### src/rtl/iterative_alu.sv
// rtl/iterative_alu.sv - ALU with single-cycle logic/arith ops and iterative MUL/DIV
module iterative_alu #(
  parameter int WIDTH = 32,
  parameter int SHW   = $clog2(WIDTH)
) (
  input  logic             clk,
  input  logic             rst,
  input  logic             start,
  input  logic [3:0]       alu_op,
  input  logic             unsigned_op,
  input  logic [SHW-1:0]   shamt,
  input  logic [WIDTH-1:0] operand1,
  input  logic [WIDTH-1:0] operand2,
  output logic             busy,
  output logic             done,
  output logic [WIDTH-1:0] result,
  output logic [WIDTH-1:0] result_hi,
  output logic             zero_signal,
  output logic             div_by_zero
);

  localparam logic [3:0] OP_AND  = 4'b0000;
  localparam logic [3:0] OP_OR   = 4'b0001;
  localparam logic [3:0] OP_ADD  = 4'b0010;
  localparam logic [3:0] OP_MUL  = 4'b0011;
  localparam logic [3:0] OP_NOR  = 4'b0100;
  localparam logic [3:0] OP_SLL  = 4'b0101;
  localparam logic [3:0] OP_SUB  = 4'b0110;
  localparam logic [3:0] OP_SLT  = 4'b0111;
  localparam logic [3:0] OP_SRL  = 4'b1000;
  localparam logic [3:0] OP_SLTU = 4'b1001;
  localparam logic [3:0] OP_DIV  = 4'b1010;
  localparam logic [3:0] OP_SRA  = 4'b1011;
  localparam int         CW      = $clog2(WIDTH);

  typedef enum logic [1:0] {S_IDLE, S_EXEC, S_DONE} state_t;

  state_t           state;
  logic [WIDTH-1:0] acc_hi;    // MUL: partial product high half; DIV: partial remainder
  logic [WIDTH-1:0] acc_lo;    // MUL: multiplier shifting out; DIV: dividend shifting into quotient
  logic [WIDTH-1:0] b_mag;     // multiplicand / divisor magnitude
  logic [CW-1:0]    step_cnt;
  logic             is_div;
  logic             neg_lo;    // negate product, or negate quotient
  logic             neg_hi;    // negate remainder (dividend was negative)

  logic [WIDTH-1:0]   op_res;
  logic               a_neg, b_neg;
  logic [WIDTH-1:0]   a_mag, b_mag_in;
  logic [WIDTH:0]     mul_sum, div_sh, div_diff;
  logic               div_ok;
  logic [WIDTH-1:0]   step_hi, step_lo, fin_hi, fin_lo;
  logic [2*WIDTH-1:0] prod, prod_fix;
  logic               is_iter;

  // Single-cycle operation results
  always_comb begin
    op_res = '0;
    case (alu_op)
      OP_AND:  op_res = operand1 & operand2;
      OP_OR:   op_res = operand1 | operand2;
      OP_ADD:  op_res = operand1 + operand2;
      OP_SUB:  op_res = operand1 - operand2;
      OP_NOR:  op_res = ~(operand1 | operand2);
      OP_SLT:  op_res = unsigned_op ? {{(WIDTH-1){1'b0}}, (operand1 < operand2)}
                                    : {{(WIDTH-1){1'b0}}, ($signed(operand1) < $signed(operand2))};
      OP_SLTU: op_res = {{(WIDTH-1){1'b0}}, (operand1 < operand2)};
      OP_SLL:  op_res = operand2 << shamt;
      OP_SRL:  op_res = operand2 >> shamt;
      OP_SRA:  op_res = $signed(operand2) >>> shamt;
      default: op_res = '0;
    endcase
  end

  // Operand magnitudes and one shift-add / restoring-subtract step, plus final sign fix
  always_comb begin
    a_neg    = ~unsigned_op & operand1[WIDTH-1];
    b_neg    = ~unsigned_op & operand2[WIDTH-1];
    a_mag    = a_neg ? -operand1 : operand1;
    b_mag_in = b_neg ? -operand2 : operand2;
    is_iter  = (alu_op == OP_MUL) || ((alu_op == OP_DIV) && (operand2 != '0));

    mul_sum  = {1'b0, acc_hi} + (acc_lo[0] ? {1'b0, b_mag} : {(WIDTH+1){1'b0}});
    div_sh   = {acc_hi, acc_lo[WIDTH-1]};
    div_diff = div_sh - {1'b0, b_mag};
    div_ok   = ~div_diff[WIDTH];

    if (is_div) begin
      step_hi = div_ok ? div_diff[WIDTH-1:0] : div_sh[WIDTH-1:0];
      step_lo = {acc_lo[WIDTH-2:0], div_ok};
    end else begin
      step_hi = mul_sum[WIDTH:1];
      step_lo = {mul_sum[0], acc_lo[WIDTH-1:1]};
    end

    prod     = {step_hi, step_lo};
    prod_fix = neg_lo ? -prod : prod;
    if (is_div) begin
      fin_lo = neg_lo ? -step_lo : step_lo;
      fin_hi = neg_hi ? -step_hi : step_hi;
    end else begin
      fin_lo = prod_fix[WIDTH-1:0];
      fin_hi = prod_fix[2*WIDTH-1:WIDTH];
    end
  end

  // Control FSM with registered outputs; EXEC runs WIDTH steps, start ignored while busy
  always_ff @(posedge clk or posedge rst) begin
    if (rst) begin
      state       <= S_IDLE;
      busy        <= 1'b0;
      done        <= 1'b0;
      result      <= '0;
      result_hi   <= '0;
      zero_signal <= 1'b1;
      div_by_zero <= 1'b0;
      acc_hi      <= '0;
      acc_lo      <= '0;
      b_mag       <= '0;
      step_cnt    <= '0;
      is_div      <= 1'b0;
      neg_lo      <= 1'b0;
      neg_hi      <= 1'b0;
    end else begin
      case (state)
        S_EXEC: begin
          acc_hi   <= step_hi;
          acc_lo   <= step_lo;
          step_cnt <= step_cnt + 1'b1;
          if (step_cnt == CW'(WIDTH-1)) begin
            state       <= S_DONE;
            busy        <= 1'b0;
            done        <= 1'b1;
            result      <= fin_lo;
            result_hi   <= fin_hi;
            zero_signal <= (fin_lo == '0);
            div_by_zero <= 1'b0;
          end
        end
        default: begin
          done <= 1'b0;
          if (start) begin
            if (is_iter) begin
              state    <= S_EXEC;
              busy     <= 1'b1;
              step_cnt <= '0;
              is_div   <= (alu_op == OP_DIV);
              acc_hi   <= '0;
              acc_lo   <= a_mag;
              b_mag    <= b_mag_in;
              neg_lo   <= a_neg ^ b_neg;
              neg_hi   <= a_neg;
            end else begin
              state <= S_DONE;
              done  <= 1'b1;
              if (alu_op == OP_DIV) begin
                result      <= '1;
                result_hi   <= operand1;
                zero_signal <= 1'b0;
                div_by_zero <= 1'b1;
              end else begin
                result      <= op_res;
                result_hi   <= '0;
                zero_signal <= (op_res == '0);
                div_by_zero <= 1'b0;
              end
            end
          end else begin
            state <= S_IDLE;
          end
        end
      endcase
    end
  end

endmodule

### config.mk
export PLATFORM = sky130hd
export DESIGN_NAME = iterative_alu
export DESIGN_NICKNAME = d
export VERILOG_FILES = /design/src/rtl/iterative_alu.sv
export SDC_FILE = /design/constraint.sdc
export NUM_CORES = 1
export LEC_CHECK = 0
export CAP_MARGIN = 20
export CORE_MARGIN = 2
export CORE_UTILIZATION = 30
export CTS_BUF_LIST = sky130_fd_sc_hd__clkbuf_8
export CTS_CLUSTER_SIZE = 8
export DETAILED_ROUTE_END_ITERATION = 10
export GPL_TIMING_DRIVEN = 0
export MAX_ROUTING_LAYER = met4
export PLACE_DENSITY = 0.58
export SYNTH_ARGS = -nofsm -noshare
export SYNTH_HDL_FRONTEND = slang
export SYNTH_SLANG_ARGS = --single-unit
export TNS_END_PERCENT = 30
### constraint.sdc
create_clock -name clk -period 6.2 [get_ports clk]
set_input_delay 1.24 -clock clk [delete_from_list [all_inputs] [get_ports clk]]
set_output_delay 1.24 -clock clk [all_outputs]
set_load 0.01 [all_outputs]
==> impl_metrics.env, run 1 <==
export IMPL_power_internal_w=0.00437
export IMPL_worst_hold_startpoint="zero_signal"
export IMPL_failed_checks="setup timing"
export IMPL_die_area_mm2=0.0863
export IMPL_detailed_place_hpwl_um=122000
export IMPL_ys_warn_count=0
export IMPL_drcViolationCount=0
export IMPL_drt_iter0_markers=3980
export IMPL_routedWlPerCell_um=32.1
export IMPL_worst_path_most_repeated_cell="buf_2"
export IMPL_clock_sinks=173
export IMPL_arrival_ps=6790
export IMPL_clkLatencyLatePin_ps=550
export IMPL_post_route_period_util=1.02
export IMPL_maxCapViolCount=0
export IMPL_worst_pin_slew_ps=1160
export IMPL_required_ps=6680
export IMPL_fillerInstances=8953
export IMPL_syn_inst=3363
export IMPL_p_seq_frac=0.179
export IMPL_cts_root_buffer="clkbuf_8"
export IMPL_ys_seq_area_frac=0.172
export IMPL_numPortBuffers=140
export IMPL_place_congestion=1.08
export IMPL_rsz0062_at_grt="yes"
export IMPL_nets=3778
export IMPL_hold_viol=0
export IMPL_clk_pin_slew_ps=110
export IMPL_antenna_found_initial=3
export IMPL_dpl_cell_count=4589
export IMPL_regArea_mm2=0.00433
export IMPL_hold_path_class="register to register"
export IMPL_grtUsageTotal=0.345
export IMPL_synth_edf_count=0
export IMPL_postSynth_asyncResetShare=1.00
export IMPL_setup_worst_path_class="input port to register"
export IMPL_slew_headroom=0.219
export IMPL_multiInputGateArea_mm2=0.0193
export IMPL_slowest_delay_ps=670
export IMPL_p_switching_w=0.00602
export IMPL_core_area_mm2=0.0834
export IMPL_p_per_area_mw_per_mm2=364
export IMPL_syn_num_nets=3609
export IMPL_reg2reg_from="acc_lo[31]"
export IMPL_cts_tree="yes"
export IMPL_start_kind="input port"
export IMPL_synth_avg_cell_area_um2=7.49
export IMPL_synth_cell_type_count=109
export IMPL_holdWs_ps=484
export IMPL_hold_buffers=0
export IMPL_final_util=0.343
export IMPL_cts_buffers=17
export IMPL_ant_nets=0
export IMPL_synthesis_area_mm2=0.0252
export IMPL_p_clk_frac=0.084
export IMPL_fmaxAchievable_mhz=158
export IMPL_grt_remaining_overflow=0
export IMPL_grt_max_degree=117
export IMPL_die_w_um=294
export IMPL_cts_buffer_depth=2
export IMPL_setup_viol=1
export IMPL_cp_max_fo=10
export IMPL_drive_gt1_frac=0.0869
export IMPL_wirelength_um=149000
export IMPL_cp_cell_sequence="clkdlybuf4s50_1 > buf_2 > buf_2 > buf_1 > buf_1 > buf_2 > a21oi_1 > o21ai_0 > o21ai_0 > nor4_1 > nand4_1 > nor4_1 > nand4_1 > nor2_1 > a41oi_1 > o21ai_1"
export IMPL_min_period_ps=6310
export IMPL_rows=106
export IMPL_status="finished with violations"
export IMPL_start_util=0.302
export IMPL_cp_num_buf_inv=6
export IMPL_grt_pass1_wl_um=209000
export IMPL_clock_skew_final_ps=18.9
export IMPL_fp_dieH_um=294
export IMPL_critPathTopFamily="buffers and inverters"
export IMPL_htree_levels=4
export IMPL_critPathLaunch="shamt[2]"
export IMPL_dp_slack_ps=-1100
export IMPL_ys_seq_elements=173
export IMPL_synth_ff_type="dfrtp_1"
export IMPL_fin_ws_ps=-114
export IMPL_pwr_share_comb=0.737
export IMPL_io_pins=145
export IMPL_vias=29743
export IMPL_p_leak_nw=11.2
export IMPL_final_setup_tns_ps=-114
export IMPL_cp_end_kind="register"
export IMPL_netSwitchingFraction=0.579
export IMPL_ir_worst_vdd_mv=0.275
export IMPL_vias_per_cell=6.43
export IMPL_grt_pass1_vias=27925
export IMPL_drv_slew=0
export IMPL_fin_cells=4628
export IMPL_area_growth_pct=13.4
export IMPL_slowest_stage="buf_1"
export IMPL_firstDrtPassIters=6
[worst paths after layout]
check / to / slack (ps) / depth (start not counted)
min in group asynchronous: result_hi[5] / 1120 / 2
min reg2reg: zero_signal / 480 / 2
max reg2reg: result_hi[7] / 20 / 16
min: zero_signal / 480 / 2
max in group asynchronous: result[25] / 4070 / 3
max: zero_signal / -110 / 16
[synth_stat cells (31+ instances only)]
library cell / number / area [um2]
and2_1: 53 / 332
o21ai_0: 254 / 1270
a31oi_1: 39 / 244
o211ai_1: 71 / 533
a21oi_1: 289 / 1450
buf_2: 45 / 225
o22ai_1: 58 / 363
nor3_1: 68 / 340
nor2_1: 301 / 1130
buf_1: 31 / 116
a21o_1: 49 / 368
a211oi_1: 43 / 323
clkbuf_1: 167 / 627
mux4_2: 60 / 1350
mux2i_1: 78 / 781
nand2_1: 347 / 1300
a221oi_1: 37 / 324
inv_1: 154 / 578
ha_1: 165 / 2060
o31ai_1: 38 / 285
xor2_1: 58 / 508
dfrtp_1: 172 / 4300
nand3_1: 83 / 415
mux2_2: 36 / 405
xnor2_1: 123 / 1080
nor4_1: 39 / 244
[flip-flops by register name, summed over array words and instances, names as in the netlist]
name	cells
step_cnt	5
acc_lo	32
b_mag	32
neg_hi	1
div_by_zero	1
done	1
state	1
busy	1
result	32
result_hi	32
zero_signal	1
is_div	1
neg_lo	1
acc_hi	32
[layer usage]
metal / track usage / share of wire / up-vias
li1: - / - / 12793
met1: 0.444 / 0.41 / 14564
met2: 0.519 / 0.43 / 2011
met3: 0.0523 / 0.093 / 375
met4: 0.185 / 0.066 / 0
met5: - / 0 / -
[tightest hold or removal path: stages, from the launching register on]
cell and delay, ps:
dfstp_2 390, nand2_1 40, o21ai_1 50
[placed cells by master (no fill, tap or decap), drive strengths merged, types with 16 or more instances in the layout]
| cell | Yosys | layout |
|---|---|---|
| a211oi | 44 | 44 |
| a21o | 49 | 49 |
| a21oi | 292 | 292 |
| a221oi | 38 | 38 |
| a31oi | 40 | 40 |
| and2 | 54 | 54 |
| and3 | 16 | 16 |
| buf | 89 | 96 |
| clkbuf | 169 | 188 |
| clkdlybuf4s50 | 0 | 140 |
| dfrtp | 172 | 172 |
| ha | 165 | 165 |
| inv | 155 | 164 |
| mux2 | 36 | 36 |
| mux2i | 80 | 80 |
| mux4 | 60 | 60 |
| nand2 | 350 | 350 |
| nand2b | 24 | 24 |
| nand3 | 87 | 87 |
| nand4 | 31 | 31 |
| nor2 | 304 | 304 |
| nor2b | 21 | 21 |
| nor3 | 70 | 70 |
| nor4 | 40 | 40 |
| o211ai | 71 | 71 |
| o21a | 30 | 30 |
| o21ai | 265 | 265 |
| o21bai | 19 | 19 |
| o221ai | 16 | 16 |
| o22ai | 58 | 58 |
| o31ai | 39 | 39 |
| or2 | 16 | 16 |
| or3 | 26 | 26 |
| or4 | 17 | 17 |
| xnor2 | 123 | 123 |
| xor2 | 58 | 58 |
[final cells by class]
type	instances	area share
diodes	3	0.000263
clock buffers	17	0.00819
plain buffers	258	0.0391
multi-input cells	2775	0.675
flip-flops and latches	173	0.152
clock inverters	15	0.00582
repair buffers	150	0.0522
inverters	157	0.0209
well taps	1080	0.0473
[stage by stage]
| step | instance area [um2] | total power [W] |
|---|---|---|
| 6_report | 28600 | 0.0104 |
| 5_1_grt | 28600 | 0.0109 |
| 4_1_cts | 28500 | 0.0101 |
| 3_5_place_dp | 28000 | 0.00923 |
| 3_3_place_gp | 27900 | 0.00924 |
| 2_1_floorplan | 25200 | 0.00663 |
[cells by family (layout without fill, tap and decap cells)]
group           Yosys count  after routing  share of synthesized area
xor+xnor                181            181                     0.0629
buf+inv                 415            597                     0.0670
other cells               0              3                          0
compound gates         1134           1134                      0.296
mux                     176            176                      0.102
fa+ha+maj               169            169                     0.0851
flops                   173            173                      0.172
simple gates           1115           1115                      0.215
[power groups by stage]
stage	sequential (W)	combinational (W)	clock [W]
after floorplan	0.00172	0.00491	0
after global placement	0.00187	0.00737	0
after detailed placement	0.00186	0.00737	0
after CTS	0.00184	0.00741	0.000878
after global routing	0.00189	0.00814	0.000916
final	0.00186	0.00766	0.000870
[repair_timing]
item	4_1_cts	5_1_grt
pin swaps	0	2
setup buffers	0	3
endpoints found under the setup margin	1	10
resized for setup	12	37
No activity file was read; power rests on OpenSTA's default activity.
==> run 2: changes to the inputs <==
--- a/config.mk
+++ b/config.mk
@@ -13,7 +13,7 @@
 export DETAILED_ROUTE_END_ITERATION = 10
 export GPL_TIMING_DRIVEN = 0
 export MAX_ROUTING_LAYER = met4
-export PLACE_DENSITY = 0.58
+export SETUP_SLACK_MARGIN = 0.5
 export SYNTH_ARGS = -nofsm -noshare
 export SYNTH_HDL_FRONTEND = slang
 export SYNTH_SLANG_ARGS = --single-unit
==> constraint.sdc (replaced) <==
create_clock -name clk -period 6.7 [get_ports clk]
set_input_delay 1.34 -clock clk [delete_from_list [all_inputs] [get_ports clk]]
set_output_delay 1.34 -clock clk [all_outputs]
set_load 0.01 [all_outputs]
==> impl_metrics.env, run 2 (synthesis gave the netlist of run 1 again) <==
export IMPL_status="completed"
export IMPL_nets=3776
export IMPL_arrival_ps=6690
export IMPL_hold_viol=0
export IMPL_rows=106
export IMPL_fp_dieH_um=294
export IMPL_dpl_cell_count=4590
export IMPL_worstReg2RegEnd="result_hi[28]"
export IMPL_core_area_mm2=0.0834
export IMPL_holdWs_ps=475
export IMPL_ant_nets=0
export IMPL_vias=29931
export IMPL_setup_worst_path_class="register to register"
export IMPL_die_area_mm2=0.0863
export IMPL_antenna_found_initial=6
export IMPL_cts_buffers=17
export IMPL_reg2reg_slack_ps=400
export IMPL_cts_root_buffer="clkbuf_8"
export IMPL_grtUsageTotal=0.347
export IMPL_place_congestion=1.08
export IMPL_final_cell_mix="347 x nand2_1, 301 x nor2_1, 288 x a21oi_1, 253 x o21ai_0, 172 x dfrtp_1"
export IMPL_reg2reg_from="is_div"
export IMPL_rsz0062_at_grt="yes"
export IMPL_clock_skew_final_ps=32.4
export IMPL_grt_pass1_vias=28114
export IMPL_clkLatencyLatePin_ps=550
export IMPL_drv_slew=0
export IMPL_numPortBuffers=140
export IMPL_slew_headroom=0.205
export IMPL_grt_pass1_wl_um=211000
export IMPL_firstDrtPassIters=9
export IMPL_htree_levels=4
export IMPL_cp_end_kind="register"
export IMPL_p_leak_nw=11.3
export IMPL_cts_tree="yes"
export IMPL_drt_iter0_markers=3884
export IMPL_hold_buffers=0
export IMPL_setup_viol=0
export IMPL_area_growth_pct=14.1
export IMPL_min_path_cells=2
export IMPL_maxCapViolCount=0
export IMPL_worst_hold_startpoint="zero_signal"
export IMPL_routedWlPerCell_um=32.4
export IMPL_fin_total_pwr_w=0.00979
export IMPL_drive_gt1_frac=0.0906
export IMPL_cp_max_fo=10
export IMPL_cts_buffer_depth=2
export IMPL_min_period_ps=6300
export IMPL_fin_cells=4634
export IMPL_design_area_mm2=0.0288
export IMPL_wirelength_um=150000
export IMPL_io_pins=145
export IMPL_whs_endpoint="zero_signal"
export IMPL_clock_sinks=173
export IMPL_grt_max_degree=93
export IMPL_hold_path_class="register to register"
export IMPL_ir_worst_vdd_mv=0.222
export IMPL_start_kind="register"
export IMPL_final_common_cell="nand2_1"
export IMPL_worst_pin_slew_ps=1180
export IMPL_worstRegToRegCells=13
export IMPL_drcViolationCount=0
export IMPL_p_per_area_mw_per_mm2=340
export IMPL_fmaxAchievable_mhz=159
export IMPL_detailed_place_hpwl_um=122000
export IMPL_post_route_period_util=0.940
export IMPL_vias_per_cell=6.46
export IMPL_required_ps=7090
export IMPL_final_setup_tns_ps=0
export IMPL_dpl_cell_area_mm2=0.0280
export IMPL_start_util=0.302
export IMPL_die_w_um=294
export IMPL_clk_pin_slew_ps=120
export IMPL_grt_remaining_overflow=0
run 2: per-stage QoR:
step	util	setup slack (ps)
floorplan	-	673
global placement	0.335	-2280
detailed placement	0.336	-667
CTS	0.342	298
global route	0.344	493
finish	0.345	402
run 2: per-layer routing:
metal,track usage,part of all wire,up-vias
li1,-,-,12826
met2,0.515,0.43,1976
met1,0.443,0.40,14665
met3,0.0659,0.10,464
met4,0.187,0.068,0
met5,-,0,-
run 2: worst max-delay path, stage by stage (launching register included):
cell             delay [ps]
dfrtp_1                 440
buf_2                   390
buf_2                   430
clkdlybuf4s15_1         850
buf_2                   460
buf_1                   720
buf_1                   610
a31o_2                  330
ha_1                    190
nand3_1                 170
nor4b_2                 640
a41oi_1                 250
xor2_1                  470
o21ai_0                 160
run 2: area by class of cell:
type / instances / area, um2
clock inverters: 14 / 221
diodes: 11 / 27.5
multi-input cells: 2775 / 19300
plain buffers: 258 / 1140
flip-flops and latches: 173 / 4330
fillers: 9053 / 54700
well taps: 1080 / 1350
repair buffers: 148 / 1490
clock buffers: 18 / 248
inverters: 157 / 601
run 2: repair_timing:
| item | 4_1_cts | 5_1_grt |
|---|---|---|
| pin swaps | 0 | 1 |
| endpoints found under the setup margin | 13 | 135 |
| gates resized for setup | 10 | 69 |
| buffers inserted | 0 | 1 |
run 2: power by group:
group	leakage, nW	total (W)	internal [W]	switching (W)
registers	2.10	0.00173	0.00133	0.000392
logic	8.98	0.00712	0.00244	0.00469
clock network	0.236	0.000939	0.000434	0.000506
run 2: worst max-delay path by stage:
stage                               end         start  slack, ps
final                     result_hi[28]        is_div        400
after global routing      result_hi[28]        is_div        490
after CTS                  result_hi[7]   operand2[1]        300
after detailed placement    zero_signal  operand2[17]       -670
after global placement     result_hi[3]           rst      -2280
after floorplan               acc_hi[0]           rst        670
